[config.mk]
export PLATFORM = sky130hd
export DESIGN_NAME = tlu_trigger_receiver
export DESIGN_NICKNAME = d
export VERILOG_FILES = /design/src/rtl/tlu_rx_pkg.sv /design/src/rtl/tlu_rx_sync.sv /design/src/rtl/tlu_trigger_receiver.sv
export SDC_FILE = /design/constraint.sdc
export NUM_CORES = 1
export LEC_CHECK = 0
export ABC_AREA = 1
export CORE_MARGIN = 5
export CORE_UTILIZATION = 33
export CTS_CLUSTER_SIZE = 16
export DETAILED_ROUTE_END_ITERATION = 8
export PLACE_DENSITY = 0.51
export SETUP_SLACK_MARGIN = 0.1
export SLEW_MARGIN = 5
export SYNTH_ARGS = -nofsm -noshare
export SYNTH_HDL_FRONTEND = slang
export SYNTH_SLANG_ARGS = --single-unit
[constraint.sdc]
create_clock -name SYS_CLK -period 3.4 [get_ports SYS_CLK]
set_clock_uncertainty 0.05 [all_clocks]
set_input_delay 0.51 -clock SYS_CLK [delete_from_list [all_inputs] [get_ports SYS_CLK]]
set_output_delay 0.51 -clock SYS_CLK [all_outputs]
set_load 0.01 [all_outputs]
[src/rtl/tlu_rx_pkg.sv]
// Shared state encoding and default parameters for the TLU trigger receiver.
package tlu_rx_pkg;

   localparam int DEF_ID_BITS     = 15;
   localparam int DEF_HALF_PERIOD = 4;
   localparam int DEF_TIMEOUT     = 1024;

   typedef enum logic [1:0] {
      IDLE      = 2'd0,
      HANDSHAKE = 2'd1,
      SHIFT     = 2'd2,
      HOLD      = 2'd3
   } tlu_state_e;

endpackage

[src/rtl/tlu_rx_sync.sv]
// Two-flop synchronizer for an asynchronous TLU line, with a rising-edge strobe
// taken from the synchronized level.
module tlu_rx_sync (
   input  logic SYS_CLK,
   input  logic SYS_RST,
   input  logic async_in,
   output logic sync_out,
   output logic rise
);

   logic [2:0] sr;

   always_ff @(posedge SYS_CLK or posedge SYS_RST) begin
      if (SYS_RST) sr <= '0;
      else         sr <= {sr[1:0], async_in};
   end

   assign sync_out = sr[1];
   assign rise     = sr[1] & ~sr[2];

endmodule

[src/rtl/tlu_trigger_receiver.sv]
// EUDET-style TLU trigger receiver: busy/handshake, serial trigger-ID readout, valid/ack.
// Optional TLU_RX_TIMESTAMP_EN adds a 32-bit SYS_CLK timestamp captured at trigger accept.
module tlu_trigger_receiver
   import tlu_rx_pkg::*;
#(
   parameter int ID_BITS     = DEF_ID_BITS,
   parameter int HALF_PERIOD = DEF_HALF_PERIOD,
   parameter int TIMEOUT     = DEF_TIMEOUT
) (
   input  logic               SYS_CLK,
   input  logic               SYS_RST,
   input  logic               ENABLE,
   input  logic               TLU_TRIGGER,
   input  logic               TLU_RESET,
   output logic               TLU_BUSY,
   output logic               TLU_CLOCK,
   output logic [ID_BITS-1:0] TRIGGER_ID,
   output logic               TRIGGER_VALID,
   input  logic               TRIGGER_ACK,
   output logic               TIMEOUT_ERR,
   output logic [7:0]         ERR_CNT
`ifdef TLU_RX_TIMESTAMP_EN
   ,
   output logic [31:0]        TIMESTAMP
`endif
);

   localparam int HPW = $clog2(HALF_PERIOD);
   localparam int EW  = $clog2(ID_BITS + 2);
   localparam int TW  = $clog2(TIMEOUT);
   localparam logic [HPW-1:0] HP_LAST   = HPW'(HALF_PERIOD - 1);
   localparam logic [EW-1:0]  EDGE_DATA = EW'(ID_BITS);
   localparam logic [EW-1:0]  EDGE_LAST = EW'(ID_BITS + 1);
   localparam logic [TW-1:0]  TMO_LAST  = TW'(TIMEOUT - 1);

   tlu_state_e         state, state_nxt;
   logic               trig_s, trig_rise, trst_s, trst_rise, tlu_rst;
   logic [HPW-1:0]     hp_cnt;
   logic [EW-1:0]      edge_cnt;
   logic [TW-1:0]      tmo_cnt;
   logic [ID_BITS-1:0] shreg;
   logic               phase_end, timeout_hit;

   tlu_rx_sync u_sync_trig (
      .SYS_CLK(SYS_CLK), .SYS_RST(SYS_RST), .async_in(TLU_TRIGGER),
      .sync_out(trig_s), .rise(trig_rise)
   );

   tlu_rx_sync u_sync_rst (
      .SYS_CLK(SYS_CLK), .SYS_RST(SYS_RST), .async_in(TLU_RESET),
      .sync_out(trst_s), .rise(trst_rise)
   );

   assign tlu_rst   = trst_s | trst_rise;
   assign phase_end = (hp_cnt == HP_LAST);

   always_ff @(posedge SYS_CLK or posedge SYS_RST) begin
      if (SYS_RST) state <= IDLE;
      else         state <= state_nxt;
   end

   always_comb begin
      state_nxt   = state;
      timeout_hit = 1'b0;
      case (state)
         IDLE:      if (trig_rise && ENABLE) state_nxt = HANDSHAKE;
         HANDSHAKE: begin
            if (!trig_s) state_nxt = SHIFT;
            else if (tmo_cnt == TMO_LAST) begin
               state_nxt   = IDLE;
               timeout_hit = 1'b1;
            end
         end
         SHIFT:     if (phase_end && TLU_CLOCK && edge_cnt == EDGE_LAST) state_nxt = HOLD;
         HOLD:      if (TRIGGER_ACK) state_nxt = IDLE;
         default:   state_nxt = IDLE;
      endcase
      if (tlu_rst) begin
         state_nxt   = IDLE;
         timeout_hit = 1'b0;
      end
   end

   always_ff @(posedge SYS_CLK or posedge SYS_RST) begin
      if (SYS_RST) begin
         TLU_BUSY      <= 1'b0;
         TLU_CLOCK     <= 1'b0;
         TRIGGER_ID    <= '0;
         TRIGGER_VALID <= 1'b0;
         TIMEOUT_ERR   <= 1'b0;
         ERR_CNT       <= '0;
         hp_cnt        <= '0;
         edge_cnt      <= '0;
         tmo_cnt       <= '0;
         shreg         <= '0;
      end else begin
         TLU_BUSY      <= (state_nxt != IDLE);
         TRIGGER_VALID <= (state_nxt == HOLD);
         TIMEOUT_ERR   <= timeout_hit;
         if (timeout_hit && ERR_CNT != 8'hFF) ERR_CNT <= ERR_CNT + 8'd1;

         if (state == HANDSHAKE) tmo_cnt <= tmo_cnt + 1'b1;
         else                    tmo_cnt <= '0;

         // Serial clock runs only while in SHIFT; data is taken at the end of each high phase.
         if (state == SHIFT && !tlu_rst) begin
            hp_cnt <= phase_end ? '0 : hp_cnt + 1'b1;
            if (phase_end) begin
               TLU_CLOCK <= ~TLU_CLOCK;
               if (!TLU_CLOCK)              edge_cnt <= edge_cnt + 1'b1;
               else if (edge_cnt <= EDGE_DATA) shreg <= {trig_s, shreg[ID_BITS-1:1]};
            end
         end else begin
            hp_cnt    <= '0;
            TLU_CLOCK <= 1'b0;
            edge_cnt  <= '0;
         end

         if (tlu_rst)                                   TRIGGER_ID <= '0;
         else if (state == SHIFT && state_nxt == HOLD)  TRIGGER_ID <= shreg;
      end
   end

`ifdef TLU_RX_TIMESTAMP_EN
   logic [31:0] ts_cnt;

   always_ff @(posedge SYS_CLK or posedge SYS_RST) begin
      if (SYS_RST) begin
         ts_cnt    <= '0;
         TIMESTAMP <= '0;
      end else begin
         ts_cnt <= ts_cnt + 32'd1;
         if (state == IDLE && state_nxt == HANDSHAKE) TIMESTAMP <= ts_cnt;
      end
   end
`endif

endmodule

==> flow_metrics.env, run 1 <==
export IMPL_wl_um=5830
export IMPL_critical_path_top_delay_family="simple AND/OR/NAND/NOR gates"
export IMPL_synth_cell_types=31
export IMPL_worst_endpoint_arrival_ns=2.09
export IMPL_ctsHoldBuffers=0
export IMPL_cp_max_fo=15
export IMPL_synth_commonest_cells="67 x nand2_1, 66 x dfrtp_1, 42 x inv_1"
export IMPL_synth_area_leaders="dfrtp_1 55%, nand2_1 8.4%, nand3_1 5.9%"
export IMPL_worst_setup_path_type="flop to flop"
export IMPL_cts_sinks=66
export IMPL_synthCells=322
export IMPL_core_area_um2=8760
export IMPL_yosys_area_top_type="dfrtp_1"
export IMPL_power_internal_mw=1.15
export IMPL_clkLatencyLatePin_ns=0.33
export IMPL_viasPerCell=4.51
export IMPL_holdPathStages=0
export IMPL_worst_pin_slew_ns=0.487
export IMPL_cpPeakStageDelay_ns=0.42
export IMPL_maxSlewViolCount=0
export IMPL_post_cts_resized=0
export IMPL_slew_headroom=0.674
export IMPL_synth_seq_cells=66
export IMPL_synth_cell_area_um2=2980
export IMPL_synth_most_common_cell="nand2_1"
export IMPL_ant_nets=0
export IMPL_yosys_most_used_dff="dfrtp_1"
export IMPL_synth_edf_count=0
export IMPL_crit_slowest_cell="dfrtp_1"
export IMPL_endpoint_kind="flop"
export IMPL_peakVddDrop_mv=0.172
export IMPL_clockBufferDepth=2
export IMPL_whs_ns=0.302
export IMPL_drtIter0Drc=71
export IMPL_final_setup_tns_ns=0
export IMPL_port_buffer_count=32
export IMPL_switching_share=0.229
export IMPL_cts_root_buf="clkbuf_8"
export IMPL_status="completed"
export IMPL_h_tree_depth=3
export IMPL_power_mw=1.49
export IMPL_rows=34
export IMPL_grt_pass1_vias=2161
export IMPL_dp_slack_ns=1.33
export IMPL_synth_top_area_frac=0.554
export IMPL_track_usage=0.114
export IMPL_async_flop_share=1.00
export IMPL_layout_drive_gt1_share=0.134
export IMPL_crit_chain="ha_1, nand2_1, nor2_4, nand3_2, nand2_1, nand2_4, nand4_2, nand3_1, nand2_1"
export IMPL_globalplace_congestion=0.766
export IMPL_cts_setup_buffers=0
export IMPL_die_height_um=105
export IMPL_pwr_share_seq=0.538
export IMPL_p_switching_mw=0.340
export IMPL_die_area_um2=11000
export IMPL_avgRoutedWirePerCell_um=12.3
export IMPL_ys_seq_area_frac=0.554
export IMPL_grt_overflow_total=0
export IMPL_layout_setup_ws_ns=1.48
export IMPL_rsz0062_at_grt="no"
export IMPL_grt_first_pass_wirelength_um=10200
export IMPL_power_frac_comb=0.043
export IMPL_cts_tree="done"
export IMPL_via_count=2138
export IMPL_die_w_um=105
export IMPL_p_leak_nw=1.65
export IMPL_cts_clk_slew_worst_paths_ns=0.07
export IMPL_path_buf_inv=0
export IMPL_n_antenna_cell=0
export IMPL_boundaryPins=33
export IMPL_avgSynthCellArea_um2=9.26
export IMPL_multi_input_area_um2=1090
export IMPL_start_util=0.340
export IMPL_path_common_cell="nand2_1"
export IMPL_cp_required_ns=3.56
export IMPL_dr_pass1_iters=4
export IMPL_dp_hpwl_um=4100
export IMPL_syn_num_nets=334
export IMPL_regArea_um2=1650
export IMPL_startpoint_type="flop"
export IMPL_syn_to_final_growth_pct=20.6
export IMPL_finish_utilization=0.410
export IMPL_clockPowerShare=0.419
export IMPL_power_density_nw_per_um2=414
export IMPL_setup_violations=0
export IMPL_fin_crit_ns=1.92
export IMPL_timing_fmax_ghz=0.520
export IMPL_nFillCells=860
export IMPL_route_detailed_drc=0
export IMPL_rr_worst_depth=9
export IMPL_antenna_found_initial=0
export IMPL_maxCapViolCount=0
export IMPL_yosysWarnings=0
export IMPL_nets=373
export IMPL_cts_buffers=9
export IMPL_hold_viol=0
export IMPL_hp_class="flop to flop"
export IMPL_worst_path_stages=9
export IMPL_grt_start_max_net_pins=67
export IMPL_period_share=0.565
final timing paths:
| kind | from | endpoint | slack, ns |
|---|---|---|---|
| worst max-delay path | tmo_cnt[0] | TRIGGER_ID[7] | 1.48 |
| worst min-delay path | u_sync_rst.sr[0] | u_sync_rst.sr[1] | 0.30 |
| worst max register to register | tmo_cnt[0] | TRIGGER_ID[7] | 1.48 |
| worst min register to register | u_sync_rst.sr[0] | u_sync_rst.sr[1] | 0.30 |
| max in group asynchronous | SYS_RST | TRIGGER_ID[12] | 2.49 |
| min in group asynchronous | SYS_RST | ERR_CNT[7] | 0.51 |
registers in the layout, indices dropped and copies added, names as in the netlist:
signal,count
ERR_CNT,8
TRIGGER_ID,15
TIMEOUT_ERR,1
hp_cnt,2
u_sync_trig.sr,3
TLU_CLOCK,1
TRIGGER_VALID,1
tmo_cnt,10
state,2
u_sync_rst.sr,2
TLU_BUSY,1
edge_cnt,5
shreg,15
logic make-up after synthesis:
| group | share of synthesized area |
|---|---|
| flops | 0.554 |
| fa+ha+maj | 0.0252 |
| buf+inv | 0.0798 |
| compound gates | 0.0676 |
| xor+xnor | 0.0235 |
| simple gates | 0.250 |
per-layer routing:
metal | share of wire | global-route usage | up-vias
li1 | - | - | 1098
met1 | 0.47 | 0.138 | 1012
met2 | 0.49 | 0.189 | 22
met3 | 0.028 | 0.0290 | 6
met4 | 0.015 | 0.0548 | 0
met5 | 0 | 0 | -
area by class of cell:
type	instances	area share
clock buffers	10	0.0355
flip-flops and latches	66	0.459
repair buffers	34	0.0968
clock inverters	6	0.0160
inverters	49	0.0512
well taps	108	0.0376
multi-input cells	201	0.304
metrics by stage:
step | instances | area [um^2]
after floorplan | 322 | 2980
after CTS | 474 | 3590
after detailed placement | 458 | 3410
final | 474 | 3590
after global placement | 458 | 3410
after global routing | 474 | 3590
power groups by stage:
| stage | Clock, mW | Sequential (mW) | Combinational, mW |
|---|---|---|---|
| CTS | 0.649 | 0.800 | 0.0663 |
| global placement | 0 | 0.815 | 0.0657 |
| floorplan | 0 | 0.815 | 0.0409 |
| global route | 0.686 | 0.801 | 0.0732 |
| finish | 0.623 | 0.800 | 0.0637 |
| detailed placement | 0 | 0.816 | 0.0657 |
placed cells by master, fill, tap and decap left out, drive strengths merged, types with 2 or more instances in the layout:
cell type	netlist	routed
nand2	79	79
dfrtp	66	66
inv	49	49
nand3	37	37
clkdlybuf4s50	0	32
o21ai	23	23
nor2	21	21
a21oi	11	11
nor3	11	11
clkbuf	0	10
ha	6	6
xnor2	5	5
clkinv	0	4
xor2	3	3
a211oi	2	2
buf	6	2
No activity file was read; power rests on OpenSTA's default activity.
==> inputs of run 2 (changes only) <==
Clock period 3.4 ns to 1.8 ns, I/O delays scaled along.
==> flow_metrics.env, run 2 (same netlist as run 1, synthesis figures left out) <==
export IMPL_dp_hpwl_um=4100
export IMPL_core_area_um2=8760
export IMPL_track_usage=0.117
export IMPL_fin_crit_ns=1.66
export IMPL_worst_setup_path_type="flop to flop"
export IMPL_die_height_um=105
export IMPL_final_cell_mix="63 x dfrtp_1, 51 x nand2_1, 38 x inv_1"
export IMPL_die_w_um=105
export IMPL_worst_pin_slew_ns=0.361
export IMPL_cp_required_ns=1.97
export IMPL_power_density_nw_per_um2=731
export IMPL_antenna_found_initial=0
export IMPL_avgRoutedWirePerCell_um=12.7
export IMPL_endpoint_kind="flop"
export IMPL_status="completed"
export IMPL_route_detailed_drc=0
export IMPL_wl_um=6170
export IMPL_grt_start_max_net_pins=67
export IMPL_cts_buffers=9
export IMPL_rsz0062_at_grt="yes"
export IMPL_setup_violations=0
export IMPL_whs_ns=0.300
export IMPL_period_share=0.924
export IMPL_via_count=2245
export IMPL_cts_clk_slew_worst_paths_ns=0.07
export IMPL_maxSlewViolCount=0
export IMPL_syn_to_final_growth_pct=29.5
export IMPL_grt_pass1_vias=2191
export IMPL_nFillCells=871
export IMPL_clockBufferDepth=2
export IMPL_n_antenna_cell=0
export IMPL_die_area_um2=11000
export IMPL_ant_nets=0
export IMPL_cpPeakStageDelay_ns=0.35
export IMPL_cts_sinks=66
export IMPL_hold_viol=0
export IMPL_maxCapViolCount=0
export IMPL_final_common_cell="dfrtp_1"
export IMPL_peakVddDrop_mv=0.288
export IMPL_timing_fmax_ghz=0.601
export IMPL_dr_pass1_iters=4
export IMPL_drtIter0Drc=56
export IMPL_port_buffer_count=32
export IMPL_crit_chain="ha_2, nand2_2, nor2_4, nand3_4, nor3_4, nand3_1, xor2_1"
export IMPL_layout_drive_gt1_share=0.230
export IMPL_p_leak_nw=1.84
export IMPL_slew_headroom=0.759
export IMPL_hp_class="flop to flop"
export IMPL_crit_slowest_cell="dfrtp_1"
export IMPL_clkLatencyLatePin_ns=0.33
export IMPL_largest_registers="TRIGGER_ID (15), shreg (15), tmo_cnt (10)"
export IMPL_boundaryPins=33
export IMPL_worst_endpoint_arrival_ns=1.84
export IMPL_h_tree_depth=3
export IMPL_cts_root_buf="clkbuf_8"
export IMPL_grt_overflow_total=0
export IMPL_startpoint_type="flop"
export IMPL_ctsHoldBuffers=0
export IMPL_nets=386
export IMPL_cts_tree="done"
export IMPL_cp_max_fo=5
export IMPL_globalplace_congestion=0.773
export IMPL_dp_cells=461
export IMPL_grt_first_pass_wirelength_um=10400
export IMPL_start_util=0.340
export IMPL_final_setup_tns_ns=0
export IMPL_rows=34
export IMPL_final_cells=487
export IMPL_viasPerCell=4.61
## run 2: cell types whose count changed in the layout (fill, tap and decap cells not counted), moves of 3 or more
cell / change
nand2_1: -16
ha_1: -3
dfrtp_1: -3
dfrtp_2: +3
buf_4: +8
nand2_2: +9
inv_1: -3
clkbuf_1: +3
nand2_4: +7
## run 2: final cells by class
class	instances	area, um^2	area share
Sequential cell	66	1660	0.429
Clock buffer	13	139	0.0360
Inverter	49	188	0.0486
Multi-Input combinational cell	201	1210	0.313
Tap cell	108	135	0.0350
Timing Repair Buffer	47	495	0.128
Clock inverter	3	40.0	0.0104
## run 2: worst paths after layout
path	startpoint	to	slack [ns]	cells after the start
setup / recovery	tmo_cnt[1]	ERR_CNT[5]	0.14	7
hold / removal	u_sync_trig.sr[0]	u_sync_trig.sr[1]	0.30	0
setup reg to reg	tmo_cnt[1]	ERR_CNT[5]	0.14	7
hold reg to reg	u_sync_trig.sr[0]	u_sync_trig.sr[1]	0.30	0
max in group asynchronous	SYS_RST	ERR_CNT[2]	1.08	3
min in group asynchronous	SYS_RST	TRIGGER_ID[1]	0.32	3
## run 2: through the flow
step / utilization / total power, mW / setup slack [ns] / instance area, um^2
2_1_floorplan: - / 1.62 / 0.182 / 2980
3_3_place_gp: 0.393 / 1.67 / 0.0940 / 3450
3_5_place_dp: 0.393 / 1.67 / 0.0479 / 3450
4_1_cts: 0.418 / 2.85 / 0.0914 / 3660
5_1_grt: 0.440 / 2.95 / 0.0131 / 3860
6_report: 0.440 / 2.82 / 0.137 / 3860
## run 2: timing repair
| item | CTS | global route |
|---|---|---|
| endpoints found under the setup margin | 18 | 34 |
| gates resized for setup | 0 | 40 |
| gates cloned | 0 | 1 |
| pin swaps | 1 | 21 |
| setup buffers | 3 | 6 |
## run 2: metal layers
layer,part of all wire,global-route usage
met5,0,0
met1,0.44,0.142
met4,0.014,0.0521
met3,0.024,0.0321
met2,0.52,0.193
## run 2: worst max-delay path, delay by kind of cell, from the launching register on
family	cells	cell delay, ns
XOR/XNOR	1	0.16
adder cells (fa/ha/maj)	1	0.20
AND/OR/NAND/NOR	5	0.78
flip-flops	1	0.35
## run 2: report_power, final
part	internal [mW]	total [mW]	switching, mW	leakage [nW]
clock	0.638	1.18	0.539	0.0914
combinational	0.0444	0.134	0.0895	0.841
sequential	1.50	1.51	0.0126	0.904
==> inputs of run 3 (changes only) <==
Clock period 1.8 ns to 1.95 ns, I/O delays scaled along.
==> flow_metrics.env, run 3 (same netlist as run 1, synthesis figures left out) <==
export IMPL_status="completed"
export IMPL_route_detailed_drc=0
export IMPL_cts_buffers=9
export IMPL_antenna_found_initial=0
export IMPL_crit_chain="ha_2, nand2_1, nor2_4, nand3_2, nand2_1, nand2_4, nand3_4, nor2_4, nand2_2, nand2_1"
export IMPL_boundaryPins=33
export IMPL_cp_required_ns=2.17
export IMPL_start_util=0.340
export IMPL_worst_pin_slew_ns=0.507
export IMPL_period_share=0.878
export IMPL_port_buffer_count=32
export IMPL_core_area_um2=8760
export IMPL_viasPerCell=4.51
export IMPL_layout_drive_gt1_share=0.151
export IMPL_cts_sinks=66
export IMPL_worst_path_stages=10
export IMPL_power_density_nw_per_um2=725
export IMPL_grt_start_max_net_pins=67
export IMPL_slew_headroom=0.660
export IMPL_startpoint_type="flop"
export IMPL_n_antenna_cell=0
export IMPL_grt_pass1_vias=2114
export IMPL_nets=379
export IMPL_maxCapViolCount=0
export IMPL_critical_path_top_delay_family="simple AND/OR/NAND/NOR gates"
export IMPL_die_height_um=105
export IMPL_worst_endpoint_arrival_ns=1.93
export IMPL_cp_max_fo=7
export IMPL_grt_overflow_total=0
export IMPL_nFillCells=891
export IMPL_path_buf_inv=0
export IMPL_avgRoutedWirePerCell_um=12.5
export IMPL_cts_clk_slew_worst_paths_ns=0.07
export IMPL_rr_worst_depth=10
export IMPL_syn_to_final_growth_pct=23.8
export IMPL_hp_class="flop to flop"
export IMPL_holdPathStages=0
export IMPL_cts_tree="done"
export IMPL_wl_um=5980
export IMPL_final_cell_mix="66 x dfrtp_1, 66 x nand2_1, 40 x inv_1"
export IMPL_crit_slowest_cell="dfrtp_1"
export IMPL_cts_root_buf="clkbuf_8"
export IMPL_via_count=2166
export IMPL_fin_crit_ns=1.71
export IMPL_rsz0062_at_grt="no"
export IMPL_rows=34
export IMPL_cpPeakStageDelay_ns=0.41
export IMPL_dp_cells=461
export IMPL_globalplace_congestion=0.782
export IMPL_grt_first_pass_wirelength_um=10300
export IMPL_largest_registers="TRIGGER_ID (15), shreg (15), tmo_cnt (10)"
export IMPL_hold_viol=0
export IMPL_timing_fmax_ghz=0.584
export IMPL_dp_hpwl_um=4040
export IMPL_path_common_cell="nand2_1"
export IMPL_ant_nets=0
export IMPL_final_cells=480
export IMPL_final_setup_tns_ns=0
export IMPL_drtIter0Drc=60
export IMPL_finish_utilization=0.421
export IMPL_setup_violations=0
export IMPL_track_usage=0.115
export IMPL_h_tree_depth=3
export IMPL_worst_setup_path_type="flop to flop"
export IMPL_die_area_um2=11000
export IMPL_dr_pass1_iters=4
export IMPL_maxSlewViolCount=0
export IMPL_die_w_um=105
export IMPL_peakVddDrop_mv=0.241
export IMPL_clkLatencyLatePin_ns=0.33
export IMPL_clockBufferDepth=2
export IMPL_p_leak_nw=1.69
export IMPL_endpoint_kind="flop"
[run 3: changes by cell type in the layout (fill, tap and decap cells not counted), sizes merged]
cell / delta
buf: -7
clkinv: -1
nor2: +1
[run 3: path summary, 6_finish.rpt]
path | start | end | slack [ns]
worst max-delay path | tmo_cnt[0] | TRIGGER_ID[5] | 0.24
worst min-delay path | u_sync_trig.sr[0] | u_sync_trig.sr[1] | 0.32
worst max register to register | tmo_cnt[0] | TRIGGER_ID[5] | 0.24
worst min register to register | u_sync_trig.sr[0] | u_sync_trig.sr[1] | 0.32
max in group asynchronous | SYS_RST | TRIGGER_ID[7] | 1.22
min in group asynchronous | SYS_RST | ERR_CNT[7] | 0.35
[run 3: what timing repair did]
action,4_1_cts,5_1_grt
setup endpoints to repair,0,18
hold buffers,0,0
resized for setup,0,3
setup buffers,0,2
[run 3: per-layer routing]
layer	track usage	vias to the layer above	share of wire
met5	0	-	0
met1	0.145	1013	0.45
met4	0.0548	0	0.016
met2	0.186	28	0.51
li1	-	1118	-
met3	0.0259	7	0.029
[run 3: power breakdown]
part	switching, mW	total, mW	internal [mW]	leakage [nW]
combinational	0.0783	0.116	0.0374	0.675
clock	0.503	1.16	0.661	0.101
sequential	0.0127	1.40	1.38	0.909
total	0.594	2.68	2.08	1.69
[run 3: stage by stage]
stage               hold slack, ns  cell area (um^2)  power (mW)  setup slack, ns
finish                       0.316              3690        2.68            0.238
global route                 0.329              3690        2.79            0.101
CTS                          0.316              3660        2.71            0.179
detailed placement           0.297              3460        1.54            0.197
global placement             0.294              3460        1.54            0.246
floorplan                    0.274              2980        1.49            0.332
[run 3: layout make-up]
type / instances / area [um^2] / share of cell area
sequential: 66 / 1650 / 0.448
multi-input combinational: 202 / 1110 / 0.300
timing repair buffer: 39 / 410 / 0.111
inverter: 49 / 188 / 0.0509
clock buffer: 14 / 163 / 0.0441
tap: 108 / 135 / 0.0366
clock inverter: 2 / 35.0 / 0.00949
